**config.mk**
```make
export PLATFORM = sky130hd
export DESIGN_NAME = rom_stream_reader
export DESIGN_NICKNAME = d
export VERILOG_FILES = /design/src/rtl/rom_stream_reader.sv
export SDC_FILE = /design/constraint.sdc
export NUM_CORES = 1
export LEC_CHECK = 0
export CORE_UTILIZATION = 49
export DETAILED_ROUTE_END_ITERATION = 10
export PLACE_DENSITY = 0.86
export RECOVER_POWER = 50
export SLEW_MARGIN = 10
export SYNTH_ARGS = -nofsm -noshare
export SYNTH_HDL_FRONTEND = slang
export SYNTH_SLANG_ARGS = --single-unit
```
**constraint.sdc**
```tcl
create_clock -name clk -period 3.3 [get_ports clk]
set_input_delay 0.66 -clock clk [delete_from_list [all_inputs] [get_ports clk]]
set_output_delay 0.66 -clock clk [all_outputs]
set_load 0.02 [all_outputs]
```
**src/rtl/rom_stream_reader.sv**
```systemverilog
// rom_stream_reader: streams a synchronous ROM out over valid/ready through a 2-entry credit FIFO.
// Optional running checksum port cksum when ROM_STREAM_CKSUM_EN is defined.
module rom_stream_reader #(
    parameter int ADDR_W    = 12,
    parameter int DATA_W    = 8,
    parameter int LAST_ADDR = 4095
) (
    input  logic              clk,
    input  logic              rst_n,
    input  logic              start,
    input  logic              stop,
    input  logic              loop,
    output logic [ADDR_W-1:0] rom_addr,
    output logic              rom_re,
    input  logic [DATA_W-1:0] rom_data,
    output logic [DATA_W-1:0] m_data,
    output logic              m_valid,
    input  logic              m_ready,
    output logic              busy,
    output logic              done
`ifdef ROM_STREAM_CKSUM_EN
    ,output logic [15:0]      cksum
`endif
);
    typedef enum logic [1:0] {IDLE, RUN, DRAIN} state_t;
    state_t state, state_nxt;
    logic [DATA_W-1:0] mem [2];
    logic              rd_ptr, wr_ptr, in_flight, pop, last, drained, accept;
    logic [1:0]        count, committed;
    assign m_valid   = count != 2'd0;
    assign m_data    = m_valid ? mem[rd_ptr] : '0;
    assign pop       = m_valid && m_ready;
    assign last      = rom_addr == ADDR_W'(LAST_ADDR);
    assign drained   = count == 2'd0 && !in_flight;
    assign accept    = state == IDLE && start;
    assign busy      = state != IDLE;
    // Word leaving this cycle frees its slot, so a steady stream keeps one read per cycle.
    assign committed = count - 2'(pop) + 2'(in_flight);
    always_comb begin
        state_nxt = state;
        rom_re    = 1'b0;
        done      = 1'b0;
        case (state)
            IDLE:  state_nxt = start ? RUN : IDLE;
            RUN: begin
                rom_re = !stop && committed < 2'd2;
                if (stop || (rom_re && last && !loop))
                    state_nxt = DRAIN;
            end
            DRAIN: begin
                done      = drained;
                state_nxt = drained ? IDLE : DRAIN;
            end
            default: state_nxt = IDLE;
        endcase
    end
    always_ff @(posedge clk or negedge rst_n) begin
        if (!rst_n) begin
            state     <= IDLE;
            rom_addr  <= '0;
            in_flight <= 1'b0;
            rd_ptr    <= 1'b0;
            wr_ptr    <= 1'b0;
            count     <= 2'd0;
            mem[0]    <= '0;
            mem[1]    <= '0;
        end else begin
            state     <= state_nxt;
            in_flight <= rom_re;
            if (accept)
                rom_addr <= '0;
            else if (rom_re)
                rom_addr <= last ? '0 : rom_addr + ADDR_W'(1);
            if (in_flight) begin
                mem[wr_ptr] <= rom_data;
                wr_ptr      <= ~wr_ptr;
            end
            if (pop)
                rd_ptr <= ~rd_ptr;
            count <= count + 2'(in_flight) - 2'(pop);
        end
    end
`ifdef ROM_STREAM_CKSUM_EN
    always_ff @(posedge clk or negedge rst_n) begin
        if (!rst_n)
            cksum <= '0;
        else if (accept)
            cksum <= '0;
        else if (pop)
            cksum <= cksum + 16'(m_data);
    end
`endif
endmodule
```
* Word level (Yosys, flattened, before mapping) *
Index checks and enable logic that the tools add are counted.
W data, S select, Z words.

cells by class
  $add $sub $neg = 5
  reduce and logical (&&, ||, !) cells = 16
  bitwise logic cells = 4
  magnitude comparators = 4
  muxes and demuxes = 16
  equal/unequal tests = 4

operators with widths
  cell                     number
  $mux W8                  5
  $mux W12                 3
  $bwmux W16               1
  $add A12 B1 Y12 const B  1
  $eq A12 B12 Y1 const B   1
  $demux W8 S1             1
  $logic_and A1 B1 Y1      7
  $pmux W2 S3              1
  $reduce_bool A2 Y1       3
  $add A2 B1 Y2            2
  $ge A2 B2 Y1 const B     2
  $logic_not A2 Y1         2
  $mux W2                  2
  $not A1 Y2               2
  $sub A2 B1 Y2            2
  $logic_not A1 Y1         3
  $mux W1                  3
  $eq A2 B1 Y1 const B     1
  $eq A2 B2 Y1 const B     1
  $lt A2 B1 Y1 const B     1
  $lt A2 B2 Y1 const B     1
  $ne A2 B2 Y1 const B     1
  $not A1 Y1               2
  $logic_or A1 B1 Y1       1

storage, ports and cells
  output and inout bits = 24
  input bits = 14
  register bits = 35
  word-level logic and storage cells = 57

* Longest topological paths before layout *
Gate-level depths: netlist (run 1).

  depth in word-level cells = 11
  depth in mapped cells = 11
  depth with buffers taken out = 11

* Worst setup path before layout (run 1) *
Ideal clock, no wire load.

  path type = register to output
  from = register count[1]
  to = output rom_re
  setup slack = 0.403 ns
  arrival = 2.237 ns
  path buffers = 0
  data required time = 2.640 ns
  cell stages (with the launch flop) = 10
  cell sequence = dfrtp_1 -> nor2_1 -> inv_1 -> and2_1 -> ha_1 -> inv_1 -> ha_1 -> xnor3_1 -> nand2_1 -> inv_1

between the ends
  longest elaborated chain between the ends = 7

RTL lines
  element                 RTL line  RTL
  start, declared         29        logic [1:0] count, committed;
  start signal, assigned  80        count <= count + 2'(in_flight) - 2'(pop);
  $reduce_bool A2 Y1      30        assign m_valid = count != 2'd0;
  named net m_valid       17        output logic m_valid,
  $logic_and A1 B1 Y1     32        assign pop = m_valid && m_ready;
  named net pop           28        logic rd_ptr, wr_ptr, in_flight, pop, last, drained, accept;
  $sub A2 B1 Y2           38        assign committed = count - 2'(pop) + 2'(in_flight);
  $add A2 B1 Y2           38
  $lt A2 B2 Y1            46        rom_re = !stop && committed < 2'd2;
  $logic_and A1 B1 Y1     46
  $mux W1                 43        case (state)
  end, declared           14        output logic rom_re,

The timed path passes the listed nets, and every way through them passes these cells.

* Final worst setup path (run 1) *
  from = input m_ready
  to = output rom_re

between the ends
  longest elaborated chain between the ends = 6

RTL lines
  element              RTL line  RTL
  start, declared      18        input logic m_ready,
  $logic_and A1 B1 Y1  32
  named net pop        28
  $sub A2 B1 Y2        38
  $add A2 B1 Y2        38
  $lt A2 B2 Y1         46
  $logic_and A1 B1 Y1  46
  $mux W1              43

The timed path passes the listed nets, and every way through them passes these cells.

==> summary.txt, run 1 <==
Placed design
  • Worst Setup Slack post-DPL: -0.02072 ns
  • DP Wirelength: about 2800 µm
  • Dpl cells: 243
  • Number of buffers added on ports: 37
  • Gp weighted congestion: 0.8677

Synth
  • Sequential-to-total area share from yosys stat: roughly half
  • Synthesized area per cell: around 11 µm²
  • Number of nets produced by synthesis: between 150 and 200
  • Synth Area in Compound Gates: roughly 8%
  • Share of synthesized cell area in and, or, nand and nor gates: between 10% and 20%
  • Flop and latch count out of synthesis: 35
  • Share of synthesized area spent on multiplexers: between 10 and 15%
  • Yosys warning count: 0
  • Distinct cells, synth: 37
  • Post-Syn Instances: between 150 and 200
  • Area share of fa/ha/maj cells after synthesis: under 10%
  • Synth Cell Area: ~1700 µm²
  • Xor and xnor fraction of the mapped netlist area: 3.293%
  • Largest family of logic cells by synthesized area: simple AND/OR/NAND/NOR gates

Routing
  • Initial DRC Count: 65
  • Number of search-and-repair iterations in the first detailed-routing pass: 4
  • Antenna-violating nets left: 0
  • Number of remaining DRC errors: 0
  • Wire length reported by the detailed router: roughly 3900 µm
  • Average via count per standard cell: around 5.5
  • Average routed wire per standard cell: 15.58 µm
  • Vias: 1,390

Clocking
  • Number of post-CTS setup repair buffers: 0
  • Number of buffers on the longest clock path: 2
  • Worst-path clk slew: between 0.1 and 0.15 ns
  • Number of gates given a new drive strength after cts: 1
  • Maximum level of the CTS H-tree: 2
  • CTS tree: yes
  • Hold-fix buffers at CTS: 0
  • Cts bufs inserted: 5
  • Root buffer selected by CTS: clkbuf_4
  • Number of clock sinks: 35
  • Insertion delay of the later-clocked pin in the worst-skew pair: about 0.35 ns

Setup path
  • R2R Path Start: count[1]
  • Critical path data arrival time: between 2 and 2.5 ns
  • Cell with the largest stage delay on the worst path: clkdlybuf4s50_1
  • CP max FO: 2
  • Worst endpoint required time: roughly 2.6 ns
  • Max stage delay on crit path: approximately 0.4 ns
  • Chain of cells forming the critical path: clkdlybuf4s50_1 -> and2_0 -> ha_1 -> inv_1 -> ha_1 -> xnor3_1 -> nand2_1 -> inv_1 -> dlygate4sd2_1
  • Critical path destination: rom_re
  • Critical path start-end classification: primary input to primary output
  • End of the worst register-to-register path: rom_addr[11]
  • CP Capture Type: primary output
  • Startpoint kind of the worst setup timing path: primary input
  • Number of cells on the worst reg-to-reg path: 11
  • Crit path from: m_ready
  • Worst-case register-to-register setup slack: around 0.86 ns

Global route
  • Number of global-route vias before repair: between 1,000 and 1,500
  • Antenna violations before repair: 0
  • Maximum number of pins on one net before global-route repair: 36
  • Combined global-route utilization of all metal layers: 23.64%
  • Global-route wire length before repair: 6348 µm
  • Final global-route overflow total: 0

STA
  • Final number of max-transition violations: 36
  • Post-route setup slack: 0.2389 ns
  • RSZ-0062 raised after global routing: no
  • Final setup viols: 0
  • Final clock skew: 0.01001 ns
  • Transition at the pin with the smallest max-transition slack: approximately 1.8 ns
  • Slew Limit Headroom: -20.79%
  • Final-report hold violation count: 0
  • Final Cycle Share: roughly 90%
  • Hold Worst Slack: 0.5082 ns
  • Post-route minimum period: around 3.1 ns
  • Maximum frequency from static timing analysis: 326.7 MHz

Floorplanning
  • Standard-cell row count: 21
  • Die height: 61.73 µm
  • Die X: ~62 µm
  • Core Area: 3390 µm²
  • Number of top-level pins: 38
  • Die Footprint: 3810 µm²
  • Initial core utilization: between 50% and 60%

Final layout
  • Total inserted antenna cells: 0
  • Final #Nets: between 200 and 250
  • Fill cell instance count of the final layout: 281
  • Finished Layout Cells: 251
  • Fraction of final layout cells sized beyond drive strength 1: roughly 18%
  • Growth of design area from synthesis to finish: 29.85%

Min path
  • Type of the most critical hold path: register to register
  • Worst hold path depth: 1
  • Start point of the worst hold path: wr_ptr

Pwr
  • Power Density: between 800 and 900 nW/µm²
  • Leakage Power: between 0.9 and 1 nW
  • Power consumption: roughly 0.0019 W
  • Worst ir drop on vdd: around 370 µV

Status
  • Result of the run: finished with violations
  • Failing checks: max-capacitance violations, max-slew violations

Job
  • # Max-Cap Violations: 1
## how the worst min path moves through the flow
stage / end / slack (ns)
after floorplan: count[0] / 0.36
after global placement: wr_ptr / 0.47
after detailed placement: wr_ptr / 0.50
after CTS: wr_ptr / 0.52
after global routing: wr_ptr / 0.54
final: wr_ptr / 0.51
## cells in the final DEF, fill, tap and decap left out, types with 4 or more instances in the layout
master / n
mux2_2: 16
clkbuf_4: 5
mux2i_1: 8
clkdlybuf4s50_1: 35
inv_1: 6
nand4_1: 4
nor2_1: 12
or3_1: 4
dfrtp_1: 35
o21ai_0: 8
a21oi_1: 8
nand3_1: 8
nand2_1: 6
buf_4: 6
## Yosys cell counts
library cell | number | area [µm²]
dfrtp_1 | 35 | 875.8
mux2i_1 | 8 | 80.08
o21ai_0 | 8 | 40.04
nor4_2 | 1 | 12.51
a311oi_1 | 1 | 8.760
or3_1 | 4 | 25.02
nor3_1 | 3 | 15.01
ha_1 | 3 | 37.54
a21oi_2 | 1 | 8.760
nor3b_1 | 1 | 7.510
or3b_1 | 1 | 8.760
and3_1 | 2 | 12.51
nand3b_1 | 1 | 7.510
a21oi_1 | 8 | 40.04
nor4b_1 | 1 | 8.760
xnor3_1 | 1 | 22.52
a41oi_1 | 1 | 8.760
nor2_1 | 12 | 45.04
or4_1 | 1 | 7.510
o31ai_1 | 1 | 7.510
o22a_1 | 1 | 8.760
or3b_2 | 1 | 8.760
or2_2 | 1 | 6.260
mux2_2 | 16 | 180.2
xnor2_1 | 2 | 17.52
clkbuf_1 | 3 | 11.26
nand4_1 | 4 | 25.02
nor2b_1 | 2 | 12.51
nand4b_1 | 1 | 8.760
xor2_1 | 2 | 17.52
nand2_1 | 6 | 22.52
o21a_1 | 2 | 15.01
nor3b_4 | 2 | 37.54
and4_1 | 1 | 8.760
and2_1 | 4 | 25.02
inv_1 | 6 | 22.52
nand3_1 | 8 | 40.04
## report_power, final
part	leakage (nW)	total, W	internal, W	switching [W]
Combinational	0.499	0.000893	0.000473	0.000420
Clock	0.0272	0.000235	0.0000812	0.000153
Sequential	0.444	0.000725	0.000576	0.000149
Total	0.971	0.00185	0.00113	0.000723
## worst max-delay path: cells and delay by family
family                     cells  cell delay, ns
adders and majority gates      2            0.45
buffers and inverters          4            0.85
and+or+nand+nor                2            0.22
xor gates and xnor gates       1            0.22
## sequential cells by signal, indices dropped and copies added (netlist names)
name,count
count,2
in_flight,1
mem,16
rd_ptr,1
rom_addr,12
state,2
wr_ptr,1
## per-layer routing
| layer | wire (µm) | part of all wire, % | track usage (%) |
|---|---|---|---|
| met1 | 1683 | 43 | 27.57 |
| met2 | 1934 | 49 | 40.09 |
| met3 | 225 | 5.8 | 7.660 |
| met4 | 68 | 1.7 | 10.16 |
| met5 | 0 | 0 | 0 |
## layout make-up
type,instances,area [µm²],area share (%)
multi-input cells,112,838.3,36.93
clock inverters,3,20.02,0.8820
inverters,6,22.52,0.9923
well taps,46,57.56,2.536
repair buffers,44,417.9,18.41
clock buffers,5,37.54,1.654
flip-flops and latches,35,875.8,38.59
## logic make-up (layout without fill, tap and decap cells)
| kind of cell | count (synthesis) | count (layout) |
|---|---|---|
| adder cells (fa/ha/maj) | 3 | 3 |
| XOR/XNOR | 5 | 5 |
| multiplexers | 24 | 24 |
| AO/OA/AOI/OAI | 23 | 23 |
| flip-flops | 35 | 35 |
| AND/OR/NAND/NOR | 57 | 57 |
| buffers and inverters | 9 | 58 |
## metrics by stage
step                      cell area, µm²  setup TNS [ns]  utilization [%]
after global routing                2270               0            66.96
after CTS                           2273               0            67.07
after floorplan                     1748               0                -
final                               2270               0            66.96
after detailed placement            2217        -0.02072            65.41
after global placement              2217        -0.03564            65.41
No activity file was read; power rests on OpenSTA's default activity.
==> inputs of run 2 (changes only) <==
- HOLD_SLACK_MARGIN: unset -> 0.15
- RECOVER_POWER: 50 -> unset
==> run 2 against run 1 <==
  * The flow now finishes without violations
  * Die area unchanged
  * Setup slack gained 0.012 ns
  * Global-route usage is the same
  * Flip-flop and latch count is the same
  * Largest cell class unchanged
  * Largest power group unchanged
  * Highest routed layer unchanged
==> summary.txt, run 2 (synthesis gave the netlist of run 1 again) <==
Status
  • Result of the run: complete, no violations

Routing
  • Met3 layer wire length in the routed design: between 200 and 250 µm
  • Average routed wire per standard cell: roughly 16 µm
  • Initial DRC Count: 65
  • Number of search-and-repair iterations in the first detailed-routing pass: 4
  • Wire length reported by the detailed router: approximately 4000 µm
  • Uppermost routed layer: met4
  • Vias: 1,390
  • Amount of wire on met2 after detailed routing: 1929 µm
  • Average via count per standard cell: between 5 and 6
  • Antenna-violating nets left: 0
  • Total routed wire length on the met1 layer: approximately 1700 µm
  • Number of remaining DRC errors: 0

Min path
  • Type of the most critical hold path: register to register

STA
  • Maximum frequency from static timing analysis: approximately 330 MHz
  • Post-route setup slack: about 0.25 ns
  • Transition at the pin with the smallest max-transition slack: between 0.6 and 0.7 ns
  • Final setup viols: 0
  • Post-route minimum period: around 3.0 ns
  • RSZ-0062 raised after global routing: no
  • Final-report hold violation count: 0
  • Final number of max-transition violations: 0
  • Final clock skew: approximately 0.01 ns
  • Slew Limit Headroom: between 50% and 60%
  • Final Cycle Share: roughly 92%

Setup path
  • Worst endpoint required time: ~2.6 ns
  • CP Capture Type: primary output
  • Critical path start-end classification: primary input to primary output
  • Startpoint kind of the worst setup timing path: primary input
  • Critical path data arrival time: 2.39 ns
  • CP max FO: 2

Placed design
  • Worst Setup Slack post-DPL: -0.02072 ns
  • Placed cell area: 2217 µm²
  • Gp weighted congestion: slightly below 0.9
  • Number of buffers added on ports: 37
  • DP Wirelength: roughly 2800 µm

Global route
  • Maximum number of pins on one net before global-route repair: 36
  • Combined global-route utilization of all metal layers: 23.64%
  • Global-route wire length before repair: about 6300 µm
  • Antenna violations before repair: 0
  • Number of global-route vias before repair: ~1,400
  • Final global-route overflow total: 0

Final layout
  • Fraction of final layout cells sized beyond drive strength 1: a little under a fifth
  • Total inserted antenna cells: 0
  • Flip-flop count of the largest register, all copies and words added: 16
  • Final #Nets: about 220
  • Growth of design area from synthesis to finish: 30.06%
  • Core Util, Final: 67.07%
  • Most frequent cells in the layout: clkdlybuf4s50_1, dfrtp_1, mux2_2
  • Most frequent standard cell in the layout excluding fill and tap cells: clkdlybuf4s50_1
  • Fill cell instance count of the final layout: between 200 and 300
  • Top Registers: mem: 16 flops, rom_addr: 12 flops
  • Post-layout instance area: 2273 µm²
  • Top register by number of flip-flops: mem

Pwr
  • Logic pwr share: 48.2%
  • Power consumption: 0.001854 W
  • Leakage Power: 0.9746 nW
  • Clock group share of total power: 12.6%
  • Proportion of total power due to net switching: between 30% and 40%
  • Net load switching power: between 0.0007 and 0.0008 W
  • Cell internal pwr: between 0.001 and 0.0015 W
  • Power Density: slightly above 800 nW/µm²
  • Worst ir drop on vdd: 374.2 µV
  • Register share of total power: between 30% and 40%

Floorplanning
  • Die height: approximately 62 µm
  • Die X: around 62 µm
  • Number of top-level pins: 38
  • Initial core utilization: roughly half
  • Standard-cell row count: 21
  • Die Footprint: between 3000 and 4000 µm²
  • Core Area: between 3000 and 4000 µm²

Clocking
  • CTS tree: yes
  • Maximum level of the CTS H-tree: 2
  • Worst-path clk slew: approximately 0.11 ns
  • Number of post-CTS setup repair buffers: 0
  • Number of buffers on the longest clock path: 2
  • Root buffer selected by CTS: clkbuf_4
  • Number of clock sinks: 35
  • Insertion delay of the later-clocked pin in the worst-skew pair: 0.35 ns
  • Cts bufs inserted: 5

Job
  • # Max-Cap Violations: 0
## run 2: final timing paths
path	start	endpoint	slack (ns)	cells past startpoint
worst min register to register	wr_ptr	wr_ptr	0.51	1
min in group asynchronous	rst_n	in_flight	0.72	2
worst min-delay path	wr_ptr	wr_ptr	0.51	1
max in group asynchronous	rst_n	count[0]	2.27	2
worst max-delay path	m_ready	rom_re	0.25	9
worst max register to register	count[1]	rom_addr[11]	0.87	11
## run 2: power by group through the flow
stage          sequential, W  combinational [W]  clock [W]
2_1_floorplan       0.000684           0.000560          0
3_3_place_gp        0.000714           0.000870          0
3_5_place_dp        0.000735           0.000902          0
4_1_cts             0.000725           0.000902   0.000242
5_1_grt             0.000748           0.000979   0.000259
6_report            0.000726           0.000895   0.000234
## run 2: layout make-up
cell class                      instances  area, µm²  area share [%]
Clock inverter                          3      20.02          0.8806
Sequential cell                        35      875.8           38.53
Clock buffer                            5      37.54           1.651
Multi-Input combinational cell        112      838.3           36.87
Inverter                                6      22.52          0.9906
Timing Repair Buffer                   44      421.7           18.55
Tap cell                               46      57.56           2.532
## run 2: what timing repair did
action,4_1_cts,5_1_grt
hold buffers,0,0
hold endpoints to repair,0,0
gates resized for setup,1,0
endpoints found under the setup margin,1,0
## run 2: worst max-delay path, stage by stage
cell             delay (ns)
clkdlybuf4s50_1        0.39
and2_1                 0.15
ha_1                   0.27
inv_1                  0.04
ha_1                   0.17
xnor3_1                0.22
nand2_1                0.07
inv_1                  0.07
dlygate4sd2_1          0.35
## run 2: through the flow
step                      cells  setup TNS [ns]  hold WS, ns
final                       251               0       0.5082
after global routing        251               0       0.5351
after floorplan             156               0       0.3644
after CTS                   251               0       0.5155
after global placement      243        -0.03564       0.4744
after detailed placement    243        -0.02072       0.4957
## run 2: routing by layer
metal | track usage, % | up-vias
met5 | 0 | -
met4 | 10.16 | 0
met3 | 7.660 | 10
met2 | 40.09 | 56
met1 | 27.57 | 658
li1 | - | 666
==> inputs of run 3 (changes only) <==
- CORE_UTILIZATION: 49 -> 45
- PLACE_DENSITY: 0.86 -> 0.83
- SLEW_MARGIN: 10 -> 20
- clock period: 3.3 -> 2.5 ns (I/O delays scaled with it)
==> run 3 against run 2 <==
  * Sequential share of layout area fell by 2.3 points
  * Clock skew fell by 0.0044 ns
  * Via count rose by 3.8%
  * Largest cell class is now multi-input gates
  * Critical path depth rose by 4
  * Design area rose by 6.5%
  * Core utilization fell by 1.4 points
  * Hold slack got worse by 0.018 ns
  * Final cell count rose by 4.4%
  * Count of clock-buffer cells in the layout did not move
==> summary.txt, run 3 (synthesis gave the netlist of run 1 again) <==
Pwr
  • Worst ir drop on vdd: approximately 500 µV
  • Leakage Power: slightly above 1 nW
  • Power Density: ~1100 nW/µm²

Global route
  • Global-route wire length before repair: between 6000 and 7000 µm
  • Final global-route overflow total: 0
  • Number of global-route vias before repair: 1,336
  • Combined global-route utilization of all metal layers: 19.82%
  • Maximum number of pins on one net before global-route repair: 36
  • Antenna violations before repair: 0

Job
  • # Max-Cap Violations: 0

Setup path
  • Cell with the largest stage delay on the worst path: dfrtp_1
  • Startpoint kind of the worst setup timing path: register
  • Max stage delay on crit path: between 0.4 and 0.5 ns
  • Combined buffer and inverter count along the critical path: 5
  • Kind of cell with the highest combined delay on the critical path: simple AND/OR/NAND/NOR gates
  • Most common cell on crit path: buf_4
  • CP Capture Type: register
  • Critical path start-end classification: register to register
  • Critical path data arrival time: about 2.6 ns
  • Worst endpoint required time: around 2.7 ns
  • CP max FO: 5
  • Chain of cells forming the critical path: nor2_4 -> inv_2 -> and2_4 -> ha_4 -> inv_2 -> ha_4 -> xnor3_1 -> nand2_2 -> buf_4 -> buf_4 -> buf_4 -> or3_1 -> a21oi_2

Final layout
  • Post-layout instance area: 2421 µm²
  • Fill cell instance count of the final layout: 304
  • Top register by number of flip-flops: mem
  • Core Util, Final: ~66%
  • Total inserted antenna cells: 0
  • Top Registers: mem: 16 flops, rom_addr: 12 flops
  • Most frequent cells in the layout: dfrtp_1, clkdlybuf4s50_1, mux2_2, buf_4, nor2_1
  • Final #Nets: 230
  • Growth of design area from synthesis to finish: 38.51%
  • Fraction of final layout cells sized beyond drive strength 1: between 20% and 30%
  • Flip-flop count of the largest register, all copies and words added: 16

Clocking
  • CTS tree: yes
  • Number of buffers on the longest clock path: 2
  • Root buffer selected by CTS: clkbuf_8
  • Maximum level of the CTS H-tree: 2
  • Insertion delay of the later-clocked pin in the worst-skew pair: approximately 0.29 ns
  • Worst-path clk slew: about 0.07 ns
  • Number of clock sinks: 35
  • Cts bufs inserted: 5

Routing
  • Vias: around 1,400
  • Wire length reported by the detailed router: 3873 µm
  • Average routed wire per standard cell: 14.78 µm
  • Average via count per standard cell: roughly 5.5
  • Initial DRC Count: 50
  • Antenna-violating nets left: 0
  • Number of search-and-repair iterations in the first detailed-routing pass: 4
  • Number of remaining DRC errors: 0

STA
  • Transition at the pin with the smallest max-transition slack: 0.6774 ns
  • Post-route setup TNS: 0 ns
  • Final number of max-transition violations: 0
  • Final-report hold violation count: 0
  • Slew Limit Headroom: 54.74%
  • Maximum frequency from static timing analysis: about 410 MHz
  • Final clock skew: about 0.0056 ns
  • Post-route minimum period: roughly 2.4 ns
  • RSZ-0062 raised after global routing: yes
  • Final Cycle Share: 96.84%
  • Final setup viols: 0

Floorplanning
  • Die X: 64.33 µm
  • Die height: between 60 and 70 µm
  • Die Footprint: between 4000 and 5000 µm²
  • Core Area: around 3700 µm²
  • Standard-cell row count: 22
  • Initial core utilization: 47.39%
  • Number of top-level pins: 38

Min path
  • Type of the most critical hold path: register to register

Placed design
  • Gp weighted congestion: around 0.9
  • Placed cell area: around 2300 µm²
  • Number of buffers added on ports: 37
  • DP Wirelength: between 2000 and 3000 µm

Status
  • Result of the run: complete, no violations
-- run 3: worst register-to-register path: cells and delay by family (launching register included) --
family                     cells  cell delay, ns
buffers and inverters          5            0.49
AOI/OAI and AO/OA              1            0.14
adders and majority gates      2            0.40
and+or+nand+nor                4            0.69
xor gates and xnor gates       1            0.22
DFF                            1            0.41
-- run 3: area by class of cell --
| cell class | count | area, µm² | area share (%) |
|---|---|---|---|
| timing repair buffer | 53 | 494.2 | 20.41 |
| sequential | 35 | 875.8 | 36.18 |
| clock inverter | 3 | 20.02 | 0.8269 |
| tap | 48 | 60.06 | 2.481 |
| inverter | 6 | 22.52 | 0.9302 |
| multi-input combinational | 112 | 879.6 | 36.33 |
| clock buffer | 5 | 68.82 | 2.842 |
-- run 3: worst paths after layout --
path / to / start / slack [ns] / cells after the start
setup reg to reg: rom_addr[6] / count[0] / 0.08 / 13
hold reg to reg: wr_ptr / wr_ptr / 0.49 / 1
max in group asynchronous: rom_addr[6] / rst_n / 1.55 / 2
setup / recovery: rom_addr[6] / count[0] / 0.08 / 13
min in group asynchronous: rd_ptr / rst_n / 0.63 / 2
hold / removal: wr_ptr / wr_ptr / 0.49 / 1
-- run 3: metal layers --
metal | vias to the layer above | global-route usage (%) | wire length [µm]
li1 | 682 | - | -
met1 | 702 | 24.68 | 1757
met2 | 51 | 33.55 | 1844
met3 | 8 | 4.821 | 212
met4 | 0 | 6.389 | 58
met5 | - | 0 | 0
-- run 3: timing repair --
item                       4_1_cts  5_1_grt
gates resized for setup         11        4
buffers inserted                 2        1
gates cloned                     0        0
pin swaps                        0        3
hold buffers                     0        0
setup endpoints to repair        1        3
-- run 3: power breakdown --
part	switching (W)	leakage, nW	internal (W)
clock network	0.000206	0.0402	0.000194
logic	0.000608	0.552	0.000726
registers	0.000193	0.444	0.000762
-- run 3: metrics by stage --
step	setup slack, ns	total power, W	std cells	hold WS (ns)
6_report	0.07912	0.002689	262	0.4900
5_1_grt	-0.01470	0.002864	262	0.5091
4_1_cts	0.02417	0.002685	261	0.4901
3_5_place_dp	-0.4982	0.002231	251	0.4763
3_3_place_gp	-0.4960	0.002185	251	0.4758
2_1_floorplan	0.04703	0.001657	156	0.2044
